<file path="config.mk">
export PLATFORM = sky130hd
export DESIGN_NAME = pipeline_hazard_ctrl
export DESIGN_NICKNAME = d
export VERILOG_FILES = /design/src/rtl/pipeline_hazard_ctrl_pkg.sv /design/src/rtl/pipeline_hazard_ctrl_load_use_detect.sv /design/src/rtl/pipeline_hazard_ctrl.sv
export SDC_FILE = /design/constraint.sdc
export NUM_CORES = 1
export LEC_CHECK = 0
export CORE_AREA = 2 2 65 67
export DETAILED_ROUTE_END_ITERATION = 8
export DIE_AREA = 0 0 67 69
export GPL_ROUTABILITY_DRIVEN = 0
export PLACE_DENSITY = 0.76
export SLEW_MARGIN = 25
export SYNTH_ARGS = -nofsm -noshare
export SYNTH_HDL_FRONTEND = slang
export SYNTH_HIERARCHICAL = 1
export SYNTH_SLANG_ARGS = --single-unit
export TNS_END_PERCENT = 20
</file>
<file path="constraint.sdc">
create_clock -name clk -period 2.7 [get_ports clk]
set_clock_uncertainty 0.2 [all_clocks]
set_input_delay 0.81 -clock clk [delete_from_list [all_inputs] [get_ports clk]]
set_output_delay 0.81 -clock clk [all_outputs]
set_load 0.02 [all_outputs]
</file>
<file path="src/rtl/pipeline_hazard_ctrl_pkg.sv">
// Shared encodings for the pipeline stall/flush controller.
package pipe_ctrl_pkg;

  typedef enum logic [1:0] {
    ST_RUN     = 2'd0,
    ST_MEMWAIT = 2'd1,
    ST_ERR     = 2'd2
  } state_e;

  localparam logic [4:0] REG_X0 = 5'd0;

endpackage

</file>
<file path="src/rtl/pipeline_hazard_ctrl_load_use_detect.sv">
// Combinational load-use compare of the ID source registers against the EX load destination.
module load_use_detect
  import pipe_ctrl_pkg::*;
(
  input  logic [4:0] rs1_id,
  input  logic [4:0] rs2_id,
  input  logic       use_rs1_id,
  input  logic       use_rs2_id,
  input  logic       memread_ex,
  input  logic [4:0] dst_ex,
  output logic       load_use
);

  logic rs1_hit_s;
  logic rs2_hit_s;

  assign rs1_hit_s = use_rs1_id && (rs1_id == dst_ex);
  assign rs2_hit_s = use_rs2_id && (rs2_id == dst_ex);
  // x0 is never a real producer, so a load targeting it cannot create a hazard
  assign load_use  = memread_ex && (dst_ex != REG_X0) && (rs1_hit_s || rs2_hit_s);

endmodule

</file>
<file path="src/rtl/pipeline_hazard_ctrl.sv">
// Stall/flush controller for the 5-stage pipeline with data-memory wait timeout.
// Optional perf counters are built when PIPE_PERF_CNT_EN is defined.
module pipeline_hazard_ctrl
  import pipe_ctrl_pkg::*;
#(
  parameter int MEM_TIMEOUT = 16,
  parameter int CNT_W       = 32
) (
  input  logic             clk,
  input  logic             rstn,
  input  logic [4:0]       rs1_id,
  input  logic [4:0]       rs2_id,
  input  logic             use_rs1_id,
  input  logic             use_rs2_id,
  input  logic             memread_ex,
  input  logic [4:0]       dst_ex,
  input  logic             branch_taken_ex,
  input  logic             dmem_req_mem,
  input  logic             dmem_ready,
  output logic             pc_stall,
  output logic             ifid_stall,
  output logic             ifid_flush,
  output logic             idex_stall,
  output logic             idex_flush,
  output logic             exmem_stall,
  output logic             memwb_flush,
  output logic             bus_err,
  output logic [CNT_W-1:0] stall_cycles,
  output logic [CNT_W-1:0] flush_events
);

  localparam int            CW        = $clog2(MEM_TIMEOUT + 1);
  localparam logic [CW-1:0] TIMEOUT_C = CW'(MEM_TIMEOUT);
  localparam logic [CW-1:0] ONE_C     = CW'(1);

  state_e        state_r, state_next_s;
  logic [CW-1:0] cnt_r, cnt_next_s;
  logic          bus_err_r, bus_err_next_s;
  logic          load_use_s, mem_busy_s;
  logic          pc_stall_s, ifid_stall_s, ifid_flush_s;
  logic          idex_stall_s, idex_flush_s, exmem_stall_s, memwb_flush_s;

  load_use_detect u_load_use_detect (
    .rs1_id     (rs1_id),
    .rs2_id     (rs2_id),
    .use_rs1_id (use_rs1_id),
    .use_rs2_id (use_rs2_id),
    .memread_ex (memread_ex),
    .dst_ex     (dst_ex),
    .load_use   (load_use_s)
  );

  assign mem_busy_s = dmem_req_mem && !dmem_ready;

  // Next-state and stall/flush decode; priority ERR > memory wait > branch > load-use
  always_comb begin
    state_next_s   = state_r;
    cnt_next_s     = cnt_r;
    bus_err_next_s = bus_err_r;
    pc_stall_s     = 1'b0;
    ifid_stall_s   = 1'b0;
    ifid_flush_s   = 1'b0;
    idex_stall_s   = 1'b0;
    idex_flush_s   = 1'b0;
    exmem_stall_s  = 1'b0;
    memwb_flush_s  = 1'b0;
    case (state_r)
      ST_RUN: begin
        if (mem_busy_s) begin
          {pc_stall_s, ifid_stall_s, idex_stall_s, exmem_stall_s, memwb_flush_s} = 5'b11111;
          state_next_s = ST_MEMWAIT;
          cnt_next_s   = ONE_C;
        end else if (branch_taken_ex) begin
          ifid_flush_s = 1'b1;
          idex_flush_s = 1'b1;
          cnt_next_s   = '0;
        end else if (load_use_s) begin
          pc_stall_s   = 1'b1;
          ifid_stall_s = 1'b1;
          idex_flush_s = 1'b1;
          cnt_next_s   = '0;
        end else begin
          cnt_next_s = '0;
        end
      end
      ST_MEMWAIT: begin
        if (!dmem_ready) begin
          {pc_stall_s, ifid_stall_s, idex_stall_s, exmem_stall_s, memwb_flush_s} = 5'b11111;
          if (cnt_r == TIMEOUT_C) begin
            state_next_s   = ST_ERR;
            bus_err_next_s = 1'b1;
          end else begin
            cnt_next_s = cnt_r + ONE_C;
          end
        end else begin
          // Memory completes this cycle; the rest of the pipeline is judged as in RUN
          state_next_s = ST_RUN;
          cnt_next_s   = '0;
          if (branch_taken_ex) begin
            ifid_flush_s = 1'b1;
            idex_flush_s = 1'b1;
          end else if (load_use_s) begin
            pc_stall_s   = 1'b1;
            ifid_stall_s = 1'b1;
            idex_flush_s = 1'b1;
          end else begin
            pc_stall_s = 1'b0;
          end
        end
      end
      ST_ERR: begin
        {pc_stall_s, ifid_stall_s, idex_stall_s, exmem_stall_s, memwb_flush_s} = 5'b11111;
      end
      default: begin
        state_next_s = ST_RUN;
        cnt_next_s   = '0;
      end
    endcase
  end

  // State, timeout counter and sticky error register
  always_ff @(posedge clk) begin
    if (!rstn) begin
      state_r   <= ST_RUN;
      cnt_r     <= '0;
      bus_err_r <= 1'b0;
    end else begin
      state_r   <= state_next_s;
      cnt_r     <= cnt_next_s;
      bus_err_r <= bus_err_next_s;
    end
  end

  // Outputs are forced low for the whole reset cycle, before state has been cleared
  assign pc_stall    = rstn && pc_stall_s;
  assign ifid_stall  = rstn && ifid_stall_s;
  assign ifid_flush  = rstn && ifid_flush_s;
  assign idex_stall  = rstn && idex_stall_s;
  assign idex_flush  = rstn && idex_flush_s;
  assign exmem_stall = rstn && exmem_stall_s;
  assign memwb_flush = rstn && memwb_flush_s;
  assign bus_err     = rstn && bus_err_r;

`ifdef PIPE_PERF_CNT_EN
  logic [CNT_W-1:0] stall_cnt_r, flush_cnt_r;

  // Saturating perf counters; ifid_flush is raised only by a branch redirect
  always_ff @(posedge clk) begin
    if (!rstn) begin
      stall_cnt_r <= '0;
      flush_cnt_r <= '0;
    end else begin
      if (pc_stall_s && (stall_cnt_r != '1)) begin
        stall_cnt_r <= stall_cnt_r + CNT_W'(1);
      end else begin
        stall_cnt_r <= stall_cnt_r;
      end
      if (ifid_flush_s && (flush_cnt_r != '1)) begin
        flush_cnt_r <= flush_cnt_r + CNT_W'(1);
      end else begin
        flush_cnt_r <= flush_cnt_r;
      end
    end
  end

  assign stall_cycles = rstn ? stall_cnt_r : '0;
  assign flush_events = rstn ? flush_cnt_r : '0;
`else
  assign stall_cycles = '0;
  assign flush_events = '0;
`endif

endmodule

</file>
==> results.cfg, run 1 <==
[run_status]
outcome = complete, but fails checks
failed_checks = negative setup slack

[route]
wl_met1_um = 638
drc = 0
wl_met2_um = 1060
firstDrtPassIters = 3
via_count = 825
vias_per_cell = 3.68
finalWirelength_um = 1940
wl_per_cell_um = 8.66
antenna_left = 0
wl_met3_um = 207
routed.top_layer = met4
drt_first_iter_violations = 26

[critical_path]
crit_path_end_kind = primary output
arrival_ns = 2.09
cp-start-kind = primary input
timing.critical_path.buf_inv = 3
cpLargestDelayFamily = simple AND/OR/NAND/NOR gates
slowest_stage = or4_4
critPathMaxFanout = 3
cp_common_cell = buf_6
crit_chain = buf_6 -> or4_4 -> o21ai_2 -> a21oi_2 -> buf_4 -> o211a_1 -> buf_6
cp.required_ns = 1.69
crit_type = in -> out
crit_path_max_incr_delay_ns = 0.52

[clock_tree]
clockBufferDepth = 2
cts_made_buffers = 3
cts_tree = yes
cts-root-buf = clkbuf_8
clk_latency_ns = 0.24
clk_pin_slew_ns = 0.04
cts.sinks = 8
htreeDepth = 1

[cells_and_area]
layout-drive-gt1-share_pct = 25.9
final_cell_mix = conb_1 (64), buf_4 (10), buf_6 (9), buf_2 (9), dfxtp_1 (8)
regArea_um2 = 160
diodes = 0
area_delta_synth_final_pct = 17.5
finalNetCount = 201
final_common_cell = conb_1
fin_area_um2 = 1290
multi_input_area_um2 = 704
nFillCells = 435

[grt]
grt_usage_pct = 8.23
grt_overflow = 0
antenna_found_initial = 0
grt_pass1_vias = 666
grt_max_degree = 10
grt_pass1_wl_um = 2910

[sta]
fin_crit_sh_pct = 115
layout_min_cycle_time_ns = 3.10
setup_violations = 4
rsz0062_at_grt = true
finalMaxSlewViolations = 0
fin_ws_ns = -0.402
max_freq_mhz = 322
hold_violations = 0

[die]
num_rows = 23
start_util_pct = 28.1
core_um2 = 3910
fp.dieH_um = 69
io_pins = 95
die_w_um = 67
die_area_um2 = 4620

[placement]
hpwl_um = 1670
placed_area_um2 = 1260
numPortBuffers = 30

[logic_synthesis]
netlist_area_um2 = 1100
ys_warn_count = 6
synth-edff-count = 0
syn_area_per_cell_um2 = 8.02
ys_ff_latch = 8
netlist_instances = 137
synthFlopType = dfxtp_1
async_flop_share_pct = 0
yosysSeqAreaShare_pct = 14.6
synth_cell_types = 34

[min_path]
holdCritPathClass = reg -> reg

[run]
max_cap_violations = 0

[pwr]
power_uw = 446
p_per_area_nw_per_um2 = 345
p_leak_nw = 0.671
ir_drop_v = 0.000108
[cell families after synthesis]
logic type      count (synthesis)  share of synthesized area, %
compound gates                 16                          10.5
xor+xnor                       10                          7.97
fa+ha+maj                       2                          2.28
buf+inv                        70                          46.8
flops                           8                          14.6
mux                             1                         0.911
other cells                     1                         0.341
simple gates                   29                          16.6
[sequential cells by signal, summed over array words and instances, names as in the netlist]
signal     flops
bus_err_r      1
state_r        2
cnt_r          5
[area by class of cell]
type,count,share of cell area [%]
clock buffers,3,3.20
inverters,2,0.581
multi-input cells,122,54.6
flip-flops and latches,8,12.4
well taps,50,4.84
repair buffers,39,24.4
[cell usage after synthesis, types with 3 or more instances]
cell | instances | area share, %
buf_4 | 67 | 46
dfxtp_1 | 8 | 15
a21oi_1 | 4 | 1.8
and3_1 | 3 | 1.7
nor2_1 | 4 | 1.4
xor2_1 | 8 | 6.4
nand2_1 | 6 | 2.0
[through the flow]
step / util (%) / hold WS (ns) / setup TNS (ns) / setup slack (ns) / instances
after global placement: 32.2 / 0.241 / -6.90 / -1.19 / 219
after floorplan: - / 0.232 / -0.603 / -0.242 / 200
after detailed placement: 32.2 / 0.249 / -6.94 / -1.19 / 219
final: 33.0 / 0.257 / -1.10 / -0.402 / 224
after global routing: 33.0 / 0.290 / -1.42 / -0.446 / 224
after CTS: 32.9 / 0.261 / -1.26 / -0.409 / 223
[final timing paths]
check,from,endpoint,slack (ns),cells past startpoint
worst max register to register,cnt_r[0],cnt_r[0],1.03,5
worst max-delay path,dst_ex[3],idex_flush,-0.40,7
worst min-delay path,bus_err_r,bus_err_r,0.26,1
worst min register to register,bus_err_r,bus_err_r,0.26,1
[layer usage]
| layer | vias up | track usage, % |
|---|---|---|
| met5 | - | 0 |
| met4 | 0 | 3.40 |
| met3 | 5 | 3.43 |
| met2 | 52 | 14.5 |
| met1 | 369 | 8.24 |
| li1 | 399 | - |
[report_power, final]
part	switching [mW]	internal, mW	leakage [nW]
Combinational	0.120	0.0530	0.584
Clock	0.0544	0.0972	0.0216
Sequential	0.00127	0.120	0.0648
[worst reg2reg max path, stage by stage, from the launching register on]
cell	delay, ns
dfxtp_1	0.37
inv_1	0.08
ha_1	0.19
and4bb_2	0.25
a21boi_0	0.30
o32ai_1	0.15
[repair_timing]
item | 4_1_cts | 5_1_grt
pin swaps | 16 | 11
hold buffers | 0 | 0
gates cloned | 0 | 0
gates resized for setup | 93 | 12
buffers inserted | 1 | 1
setup endpoints to repair | 8 | 8
No activity file was read; power rests on OpenSTA's default activity.
==> run 2, diff against run 1 <==
--- a/config.mk
+++ b/config.mk
@@ -6,6 +6,7 @@
 export NUM_CORES = 1
 export LEC_CHECK = 0
 export CORE_AREA = 2 2 65 67
+export CTS_CLUSTER_DIAMETER = 150
 export DETAILED_ROUTE_END_ITERATION = 8
 export DIE_AREA = 0 0 67 69
 export GPL_ROUTABILITY_DRIVEN = 0
==> results of run 2 <==
The final DEF is identical to that of run 1; final timing and power are the same.
==> run 3, diff against run 2 <==
--- a/config.mk
+++ b/config.mk
@@ -11,6 +11,7 @@
 export DIE_AREA = 0 0 67 69
 export GPL_ROUTABILITY_DRIVEN = 0
 export PLACE_DENSITY = 0.76
+export RECOVER_POWER = 50
 export SLEW_MARGIN = 25
 export SYNTH_ARGS = -nofsm -noshare
 export SYNTH_HDL_FRONTEND = slang
==> results.cfg, run 3 (synthesis results as in run 1) <==
[route]
antenna_left = 0
firstDrtPassIters = 3
via_count = 821
finalWirelength_um = 1940
drt_first_iter_violations = 30
vias_per_cell = 3.67
wl_per_cell_um = 8.67
drc = 0

[die]
io_pins = 95
start_util_pct = 28.1
die_w_um = 67
fp.dieH_um = 69
core_um2 = 3910
die_area_um2 = 4620
num_rows = 23

[critical_path]
crit_path_max_incr_delay_ns = 0.52
slowest_stage = or4_4
arrival_ns = 2.09
cp_common_cell = buf_6
cp.required_ns = 1.69
r2r_cells = 5
r2r-start = cnt_r[0]
timing.critical_path.buf_inv = 3
rrSetupSlack_ns = 1.03
critPathMaxFanout = 3
timing.rr.end = cnt_r[0]
crit_path_end_kind = primary output
crit_type = in -> out
cp-start-kind = primary input
crit_chain = buf_6 -> or4_4 -> o21ai_2 -> a21oi_2 -> buf_4 -> o211a_1 -> buf_6
cpLargestDelayFamily = simple AND/OR/NAND/NOR gates

[cells_and_area]
finalNetCount = 201
diodes = 0
largest_register_ffs = 5
top_regs = cnt_r x5, state_r x2, bus_err_r x1
nFillCells = 437
final_cell_mix = conb_1 (64), buf_4 (9), buf_6 (9), buf_2 (9), dfxtp_1 (8)
final_common_cell = conb_1
top_register = cnt_r
layout-drive-gt1-share_pct = 25.3
area_delta_synth_final_pct = 17.2

[pwr]
switching_share_pct = 39.4
ir_drop_v = 0.000108
power.switching_uw = 176
clockPowerShare_pct = 34.1
p_per_area_nw_per_um2 = 346
p_leak_nw = 0.665
pwr-share-seq_pct = 27.3
p_int_uw = 270
share_comb_of_total_power_pct = 38.7
power_uw = 445

[min_path]
hp-start = bus_err_r
min_path_cells = 1
holdCritPathClass = reg -> reg
hold_end = bus_err_r

[clock_tree]
cts_made_buffers = 3
cts-root-buf = clkbuf_8
clk_pin_slew_ns = 0.04
clockBufferDepth = 2
ctsHoldBuffers = 0
cts.sinks = 8
cts_tree = yes
htreeDepth = 1
clk_latency_ns = 0.24

[placement]
hpwl_um = 1670
numPortBuffers = 30

[run]
max_cap_violations = 0

[sta]
hold_violations = 0
fin_crit_sh_pct = 115
fin_ws_ns = -0.402
setup_violations = 4
finalMaxSlewViolations = 0
holdWs_ns = 0.257
setup_tns_ns = -1.10
rsz0062_at_grt = true
layout_min_cycle_time_ns = 3.10
max_freq_mhz = 322

[grt]
grt_overflow = 0
grt_max_degree = 10
grt_pass1_vias = 666
grt_pass1_wl_um = 2910
antenna_found_initial = 0
grt_usage_pct = 8.23

[run_status]
outcome = complete, but fails checks
failed_checks = negative setup slack
[run 3: worst max path at each step]
stage	startpoint	end	slack (ns)	cells after the start
after floorplan	dst_ex[2]	pc_stall	-0.24	7
after global placement	dst_ex[3]	pc_stall	-1.19	8
after detailed placement	dst_ex[3]	pc_stall	-1.19	8
after CTS	dst_ex[2]	idex_flush	-0.41	7
after global routing	dst_ex[2]	idex_flush	-0.45	8
final	dst_ex[3]	idex_flush	-0.40	7
[run 3: repair_timing]
action                     4_1_cts  5_1_grt
buffers inserted                 1        1
pin swaps                       16       11
gates resized for setup         93       12
gates cloned                     0        0
setup endpoints to repair        8        8
[run 3: cell type report]
cell class,count,area (um^2),share of cell area [%]
multi-input cells,122,704,54.7
repair buffers,39,312,24.2
flip-flops and latches,8,160,12.4
well taps,50,62.6,4.86
clock buffers,3,41.3,3.21
inverters,2,7.51,0.583
[run 3: through the flow]
step | instances | setup slack [ns] | util, % | instance area, um^2
global placement | 219 | -1.19 | 32.2 | 1260
global route | 224 | -0.446 | 32.9 | 1290
CTS | 223 | -0.409 | 32.9 | 1290
floorplan | 200 | -0.242 | - | 1350
detailed placement | 219 | -1.19 | 32.2 | 1260
finish | 224 | -0.402 | 32.9 | 1290
[run 3: power groups by stage]
| stage | logic, mW | registers, mW | clock network (mW) |
|---|---|---|---|
| after floorplan | 0.188 | 0.124 | 0 |
| after global placement | 0.174 | 0.123 | 0 |
| after detailed placement | 0.175 | 0.123 | 0 |
| after CTS | 0.171 | 0.121 | 0.156 |
| after global routing | 0.185 | 0.121 | 0.163 |
| final | 0.172 | 0.121 | 0.152 |
[run 3: routing by layer]
| metal | vias up | global-route usage (%) | share of wire [%] |
|---|---|---|---|
| li1 | 399 | - | - |
| met4 | 0 | 3.40 | 1.7 |
| met2 | 52 | 14.5 | 55 |
| met5 | - | 0 | 0 |
| met1 | 365 | 8.24 | 33 |
| met3 | 5 | 3.43 | 11 |
